## src/rtl/div_iter_pkg.sv

```systemverilog
// Shared types and helpers for the iterative radix-2 divider.
package div_pkg;

    typedef enum logic [1:0] {
        IDLE,
        CALC,
        FIX
    } div_state_t;

    localparam int DIV_WIDTH = 32;
    localparam int NEG_W     = 64;

    function automatic int cnt_width(input int w);
        return $clog2(w + 1);
    endfunction

    localparam int DIV_CNT_W = cnt_width(DIV_WIDTH);

    // Operates at NEG_W bits; callers truncate, which keeps the low bits exact.
    function automatic logic [NEG_W-1:0] cond_neg(input logic [NEG_W-1:0] x, input logic neg);
        return neg ? (~x + NEG_W'(1)) : x;
    endfunction

endpackage

```

## src/rtl/div_iter_if.sv

```systemverilog
// Start/busy/valid handshake bundle between the execute stage and div_iter.
interface div_iter_if
    import div_pkg::*;
#(
    parameter int WIDTH = DIV_WIDTH
);
    logic               start;
    logic               cancel;
    logic               sign;
    logic [WIDTH-1:0]   dividend;
    logic [WIDTH-1:0]   divisor;
    logic               busy;
    logic               out_valid;
    logic [2*WIDTH-1:0] result;
    logic               div_by_zero;

    modport master (
        output start, cancel, sign, dividend, divisor,
        input  busy, out_valid, result, div_by_zero
    );

    modport slave (
        input  start, cancel, sign, dividend, divisor,
        output busy, out_valid, result, div_by_zero
    );
endinterface

```

## src/rtl/div_iter_step.sv

```systemverilog
// One restoring-division iteration: shift in a dividend bit, trial-subtract the divisor.
module div_step #(
    parameter int WIDTH = 32
) (
    input  logic [WIDTH:0]   p_in,
    input  logic             bit_in,
    input  logic [WIDTH-1:0] divisor,
    output logic [WIDTH:0]   p_out,
    output logic             q_bit
);
    logic [WIDTH+1:0] shifted;
    logic [WIDTH:0]   diff;
    logic             ge;

    // Compare at full shifted width; the difference itself always fits WIDTH+1 bits.
    always_comb begin
        shifted = {p_in, bit_in};
        ge      = (shifted >= {2'b00, divisor});
        diff    = shifted[WIDTH:0] - {1'b0, divisor};
        p_out   = ge ? diff : shifted[WIDTH:0];
        q_bit   = ge;
    end
endmodule

```

## src/rtl/div_iter.sv

```systemverilog
// Iterative signed/unsigned radix-2 divider with start/busy/valid handshake and cancel.
module div_iter
    import div_pkg::*;
#(
    parameter int WIDTH = DIV_WIDTH
) (
    input  logic       clk,
    input  logic       resetn,
    div_iter_if.slave  bus
);
    localparam int CW = cnt_width(WIDTH);

    div_state_t state, state_next;

    logic [CW-1:0]      cnt;
    logic [WIDTH:0]     p, p_next;
    logic [WIDTH-1:0]   a_sh, b_mag, raw_dvd;
    logic               q_neg, r_neg, zero_div, q_bit;
    logic               load, step, finish;
    logic               out_valid_q, dbz_q;
    logic [2*WIDTH-1:0] result_q;
    logic [WIDTH-1:0]   dvd_mag, dvs_mag, q_fix, r_fix;

    assign dvd_mag = WIDTH'(cond_neg(NEG_W'(bus.dividend), bus.sign & bus.dividend[WIDTH-1]));
    assign dvs_mag = WIDTH'(cond_neg(NEG_W'(bus.divisor),  bus.sign & bus.divisor[WIDTH-1]));
    assign q_fix   = WIDTH'(cond_neg(NEG_W'(a_sh), q_neg));
    assign r_fix   = WIDTH'(cond_neg(NEG_W'(p[WIDTH-1:0]), r_neg));

    div_step #(.WIDTH(WIDTH)) u_step (
        .p_in    (p),
        .bit_in  (a_sh[WIDTH-1]),
        .divisor (b_mag),
        .p_out   (p_next),
        .q_bit   (q_bit)
    );

    always_ff @(posedge clk) begin
        if (!resetn) state <= IDLE;
        else         state <= state_next;
    end

    always_comb begin
        state_next = state;
        case (state)
            IDLE:    if (bus.start && !bus.cancel) state_next = CALC;
            CALC:    if (bus.cancel)               state_next = IDLE;
                     else if (cnt == CW'(1))       state_next = FIX;
            FIX:     state_next = IDLE;
            default: state_next = IDLE;
        endcase
    end

    always_comb begin
        load   = (state == IDLE) && bus.start && !bus.cancel;
        step   = (state == CALC) && !bus.cancel;
        finish = (state == FIX)  && !bus.cancel;
    end

    // a_sh holds the dividend magnitude and fills with quotient bits as it shifts out.
    always_ff @(posedge clk) begin
        if (!resetn) begin
            cnt         <= '0;
            p           <= '0;
            a_sh        <= '0;
            b_mag       <= '0;
            raw_dvd     <= '0;
            q_neg       <= 1'b0;
            r_neg       <= 1'b0;
            zero_div    <= 1'b0;
            out_valid_q <= 1'b0;
            dbz_q       <= 1'b0;
            result_q    <= '0;
        end else begin
            out_valid_q <= finish;
            if (load) begin
                a_sh     <= dvd_mag;
                b_mag    <= dvs_mag;
                raw_dvd  <= bus.dividend;
                q_neg    <= bus.sign & (bus.dividend[WIDTH-1] ^ bus.divisor[WIDTH-1]);
                r_neg    <= bus.sign & bus.dividend[WIDTH-1];
                zero_div <= (bus.divisor == '0);
                p        <= '0;
                cnt      <= CW'(WIDTH);
            end
            if (step) begin
                p    <= p_next;
                a_sh <= {a_sh[WIDTH-2:0], q_bit};
                cnt  <= cnt - CW'(1);
            end
            if (finish) begin
                result_q <= zero_div ? {{WIDTH{1'b1}}, raw_dvd} : {q_fix, r_fix};
                dbz_q    <= zero_div;
            end
        end
    end

    assign bus.busy        = (state != IDLE);
    assign bus.out_valid   = out_valid_q;
    assign bus.result      = result_q;
    assign bus.div_by_zero = dbz_q;
endmodule

```

## src/flat_wrapper.sv

```systemverilog
// flat-port wrapper written by rule: the top's interface ports become plain ports
module div_iter_flat import div_pkg::*;
#(
    parameter int WIDTH = DIV_WIDTH
)
  (clk, resetn, bus_start, bus_cancel, bus_sign, bus_dividend, bus_divisor, bus_busy, bus_out_valid, bus_result, bus_div_by_zero);
  div_iter_if #(.WIDTH(WIDTH)) bus_i ();
  input  logic clk;
  input  logic resetn;
  input wire logic [$bits(bus_i.start)-1:0] bus_start;
  input wire logic [$bits(bus_i.cancel)-1:0] bus_cancel;
  input wire logic [$bits(bus_i.sign)-1:0] bus_sign;
  input wire logic [$bits(bus_i.dividend)-1:0] bus_dividend;
  input wire logic [$bits(bus_i.divisor)-1:0] bus_divisor;
  output wire logic [$bits(bus_i.busy)-1:0] bus_busy;
  output wire logic [$bits(bus_i.out_valid)-1:0] bus_out_valid;
  output wire logic [$bits(bus_i.result)-1:0] bus_result;
  output wire logic [$bits(bus_i.div_by_zero)-1:0] bus_div_by_zero;
  assign bus_i.start = bus_start;
  assign bus_i.cancel = bus_cancel;
  assign bus_i.sign = bus_sign;
  assign bus_i.dividend = bus_dividend;
  assign bus_i.divisor = bus_divisor;
  assign bus_busy = bus_i.busy;
  assign bus_out_valid = bus_i.out_valid;
  assign bus_result = bus_i.result;
  assign bus_div_by_zero = bus_i.div_by_zero;
  div_iter #(.WIDTH(WIDTH)) u_core (.clk(clk), .resetn(resetn), .bus(bus_i));
endmodule
```

## config.mk

```make
export PLATFORM = sky130hd
export DESIGN_NAME = div_iter_flat
export DESIGN_NICKNAME = d
export VERILOG_FILES = /design/src/rtl/div_iter_pkg.sv /design/src/rtl/div_iter_if.sv /design/src/rtl/div_iter_step.sv /design/src/rtl/div_iter.sv /design/src/flat_wrapper.sv
export SDC_FILE = /design/constraint.sdc
export NUM_CORES = 1
export LEC_CHECK = 0
export ABC_AREA = 0
export CORE_ASPECT_RATIO = 1.4
export CORE_UTILIZATION = 59
export CTS_BUF_LIST = sky130_fd_sc_hd__clkbuf_8
export CTS_CLUSTER_DIAMETER = 60
export DETAILED_ROUTE_END_ITERATION = 8
export PLACE_DENSITY = 0.9
export SLEW_MARGIN = 20
export SYNTH_ARGS = -nofsm -noshare
export SYNTH_HDL_FRONTEND = slang
export SYNTH_SLANG_ARGS = --single-unit
```

## constraint.sdc

```tcl
create_clock -name clk -period 3.8 [get_ports clk]
set_input_delay 0.76 -clock clk [delete_from_list [all_inputs] [get_ports clk]]
set_output_delay 0.76 -clock clk [all_outputs]
set_load 0.05 [all_outputs]
```

==> results.cfg <==
[logic_synthesis]
synthesis.area_um2 = 12200
ys_top_cells_by_area = dfxtp_1 (34%), nand2_1 (7.6%), a21oi_1 (7.2%)
synth_top_area_share_pct = 33.9
synth-edff-count = 0
seq_area_frac_synth_pct = 33.9
synth_ff_type = dfxtp_1
syn_inst = 1598
synth-seq-cells = 206
synth_top_area_cell = dfxtp_1
synth_nets = 1706
ys.warnings.count = 0
async_flop_share_pct = 0
syn_avg_cell_area_um2 = 7.61
post_synth_num_cell_types = 64

[detailed_routing]
wl_mm = 35.5
wl_per_cell_um = 18.0
drc = 0
vias_per_cell = 6.12
dr.pass1.iters = 5
postRouteAntennaNets = 0
vias = 12100
drt_iter0_drc = 861

[global_routing]
grt_pass1_wl_mm = 56.6
grt_usage_pct = 33.8
antenna_found_initial = 0
grt_max_degree = 73
grt-ovfl-total = 0
grt_pass1_vias = 11700

[sta]
slew_headroom_pct = 35.1
period_share_pct = 85.1
worst_slew_pin_slew_ps = 972
max_freq_mhz = 309
timing.hold.ws_ps = 454
rsz0062_at_grt = false
finalCriticalPeriod_ps = 3230
hold_violations = 0
setup_viol = 0
setup-tns-final_ps = 0
fin_ws_ps = 568
final_max_slew_viol_count = 0
skew_ps = 22.1

[setup_path]
critical_path_peak_fanout = 4
cp.required_ps = 4180
crit_arrival_ps = 3610
cp-end-kind = register
criticalPathCategory = input port to register
worst_setup_path_start_kind = input port

[power]
pwr_density_cell_nw_per_um2 = 351
power_leakage_nw = 5.64
ir_drop_mv = 0.301

[clocking]
clockBufferDepth = 3
cts_htree_levels = 2
numCtsBuffers = 34
path_clk_slew_ps = 60
post_cts_buffers = 0
cts_root_buf = clkbuf_8
cts_resized = 0
cts_sinks = 206
tritoncts = done
insertion_delay_ps = 530
holdBufCountCts = 0

[floorplan]
die_x_um = 123
dieHeight_um = 172
initial_core_util_pct = 60.8
dieArea_um2 = 21200
rows = 61
core-area_um2 = 20000
pin_count = 136

[placed_design]
dp_hpwl_mm = 26.4
place_congestion = 0.905
place_ws_ps = 61.2
io_buffers = 135
dpl.cell_count = 1913

[job]
maxCapViolCount = 0

[layout]
drive_gt1_share_pct = 6.00
final_nets = 1805
utilization_pct = 71.5
area_growth_pct = 17.7
instances_no_fill = 1969
antenna_cells = 0

[min_path]
hold_class = register to register

[run_status]
outcome = completed
-- cells in the final DEF, fill, tap and decap left out, types with 12 or more instances in the layout --
master / synthesis / final
o31ai_1: 26 / 26
o41ai_1: 16 / 16
a21oi_1: 174 / 173
nor3_1: 38 / 37
nand2b_1: 12 / 12
a22oi_1: 22 / 22
inv_1: 56 / 66
o211a_1: 25 / 25
nand2_1: 247 / 247
or4_1: 15 / 15
nand4_1: 13 / 13
nor2_1: 104 / 103
nand3_1: 33 / 33
buf_4: 1 / 28
ha_1: 38 / 38
nor4_1: 16 / 16
o21ai_0: 148 / 148
a21o_1: 18 / 18
clkbuf_8: 0 / 40
xor2_1: 66 / 66
dfxtp_1: 206 / 205
or3_1: 17 / 17
xnor2_1: 70 / 70
mux2i_1: 13 / 13
clkdlybuf4s50_1: 0 / 134
-- metal layers --
| layer | track usage [%] | share of wire, % | vias up |
|---|---|---|---|
| met5 | 0 | 0 | - |
| met4 | 21.9 | 6.2 | 0 |
| met3 | 4.71 | 4.9 | 141 |
| met2 | 60.7 | 51 | 429 |
| met1 | 36.6 | 38 | 5609 |
| li1 | - | - | 5877 |
-- worst max-delay path, stage by stage --
cell and delay [ps]:
clkdlybuf4s50_1 450, or4_1 570, or4_1 480, or2_2 360, nor3b_2 260, nand2_1 140, o41ai_1 330, xor2_1 180
a21oi_1 80
-- metrics by stage --
stage / instance area (um^2) / total power, mW
2_1_floorplan: 12200 / 2.91
3_3_place_gp: 13700 / 3.18
3_5_place_dp: 13700 / 3.20
4_1_cts: 14300 / 5.02
5_1_grt: 14300 / 5.23
6_report: 14300 / 5.02
-- cell families after synthesis --
| group | share of synthesized area (%) |
|---|---|
| buffers and inverters | 4.99 |
| DFF | 33.9 |
| AOI/OAI and AO/OA | 25.7 |
| adders and majority gates | 4.08 |
| and+or+nand+nor | 20.5 |
| muxes | 1.07 |
| xor gates and xnor gates | 9.80 |
-- cell usage after synthesis (13+ instances only) --
library cell	instances
nand2_1	247
dfxtp_1	206
a21oi_1	174
o21ai_0	148
nor2_1	104
clkbuf_1	87
xnor2_1	70
xor2_1	66
inv_1	56
ha_1	38
nor3_1	38
nand3_1	33
o31ai_1	26
o211a_1	25
a22oi_1	22
a21o_1	18
or3_1	17
nor4_1	16
o41ai_1	16
or4_1	15
mux2i_1	13
nand4_1	13
-- worst paths after layout --
kind / from / endpoint / slack, ps / cells after the start
max reg2reg: u_core.a_sh[31]$_SDFFE_PN0P_ / u_core.p[7]$_SDFFE_PN0P_ / 630 / 12
min: u_core.bus.result[16]$_SDFFE_PN0P_ / u_core.bus.result[16]$_SDFFE_PN0P_ / 450 / 2
max: bus_divisor[8] / u_core.b_mag[30]$_SDFFE_PN0P_ / 570 / 9
min reg2reg: u_core.bus.result[16]$_SDFFE_PN0P_ / u_core.bus.result[16]$_SDFFE_PN0P_ / 450 / 2
-- state kept, by name (all words and copies together) (netlist names) --
| name | flops |
|---|---|
| u_core.r_neg | 1 |
| u_core.b_mag | 32 |
| u_core.state | 2 |
| u_core.a_sh | 32 |
| u_core.zero_div | 1 |
| u_core.raw_dvd | 32 |
| u_core.bus.out_valid | 1 |
| u_core.bus.div_by_zero | 1 |
| u_core.q_neg | 1 |
| u_core.bus.result | 64 |
| u_core.cnt | 6 |
| u_core.p | 33 |
-- layout make-up --
type / instances / area (um^2)
Clock buffer: 40 / 551
Multi-Input combinational cell: 1234 / 7450
Clock inverter: 16 / 75.1
Fill cell: 1595 / 5690
Inverter: 57 / 214
Timing Repair Buffer: 164 / 1580
Tap cell: 252 / 315
Sequential cell: 206 / 4130
-- where the power goes --
group / internal [mW] / leakage [nW] / switching (mW)
registers: 2.23 / 1.67 / 0.0659
logic: 0.358 / 3.61 / 0.517
clock network: 0.954 / 0.353 / 0.898
total: 3.54 / 5.64 / 1.48
Power figures use the tool's default switching activity.
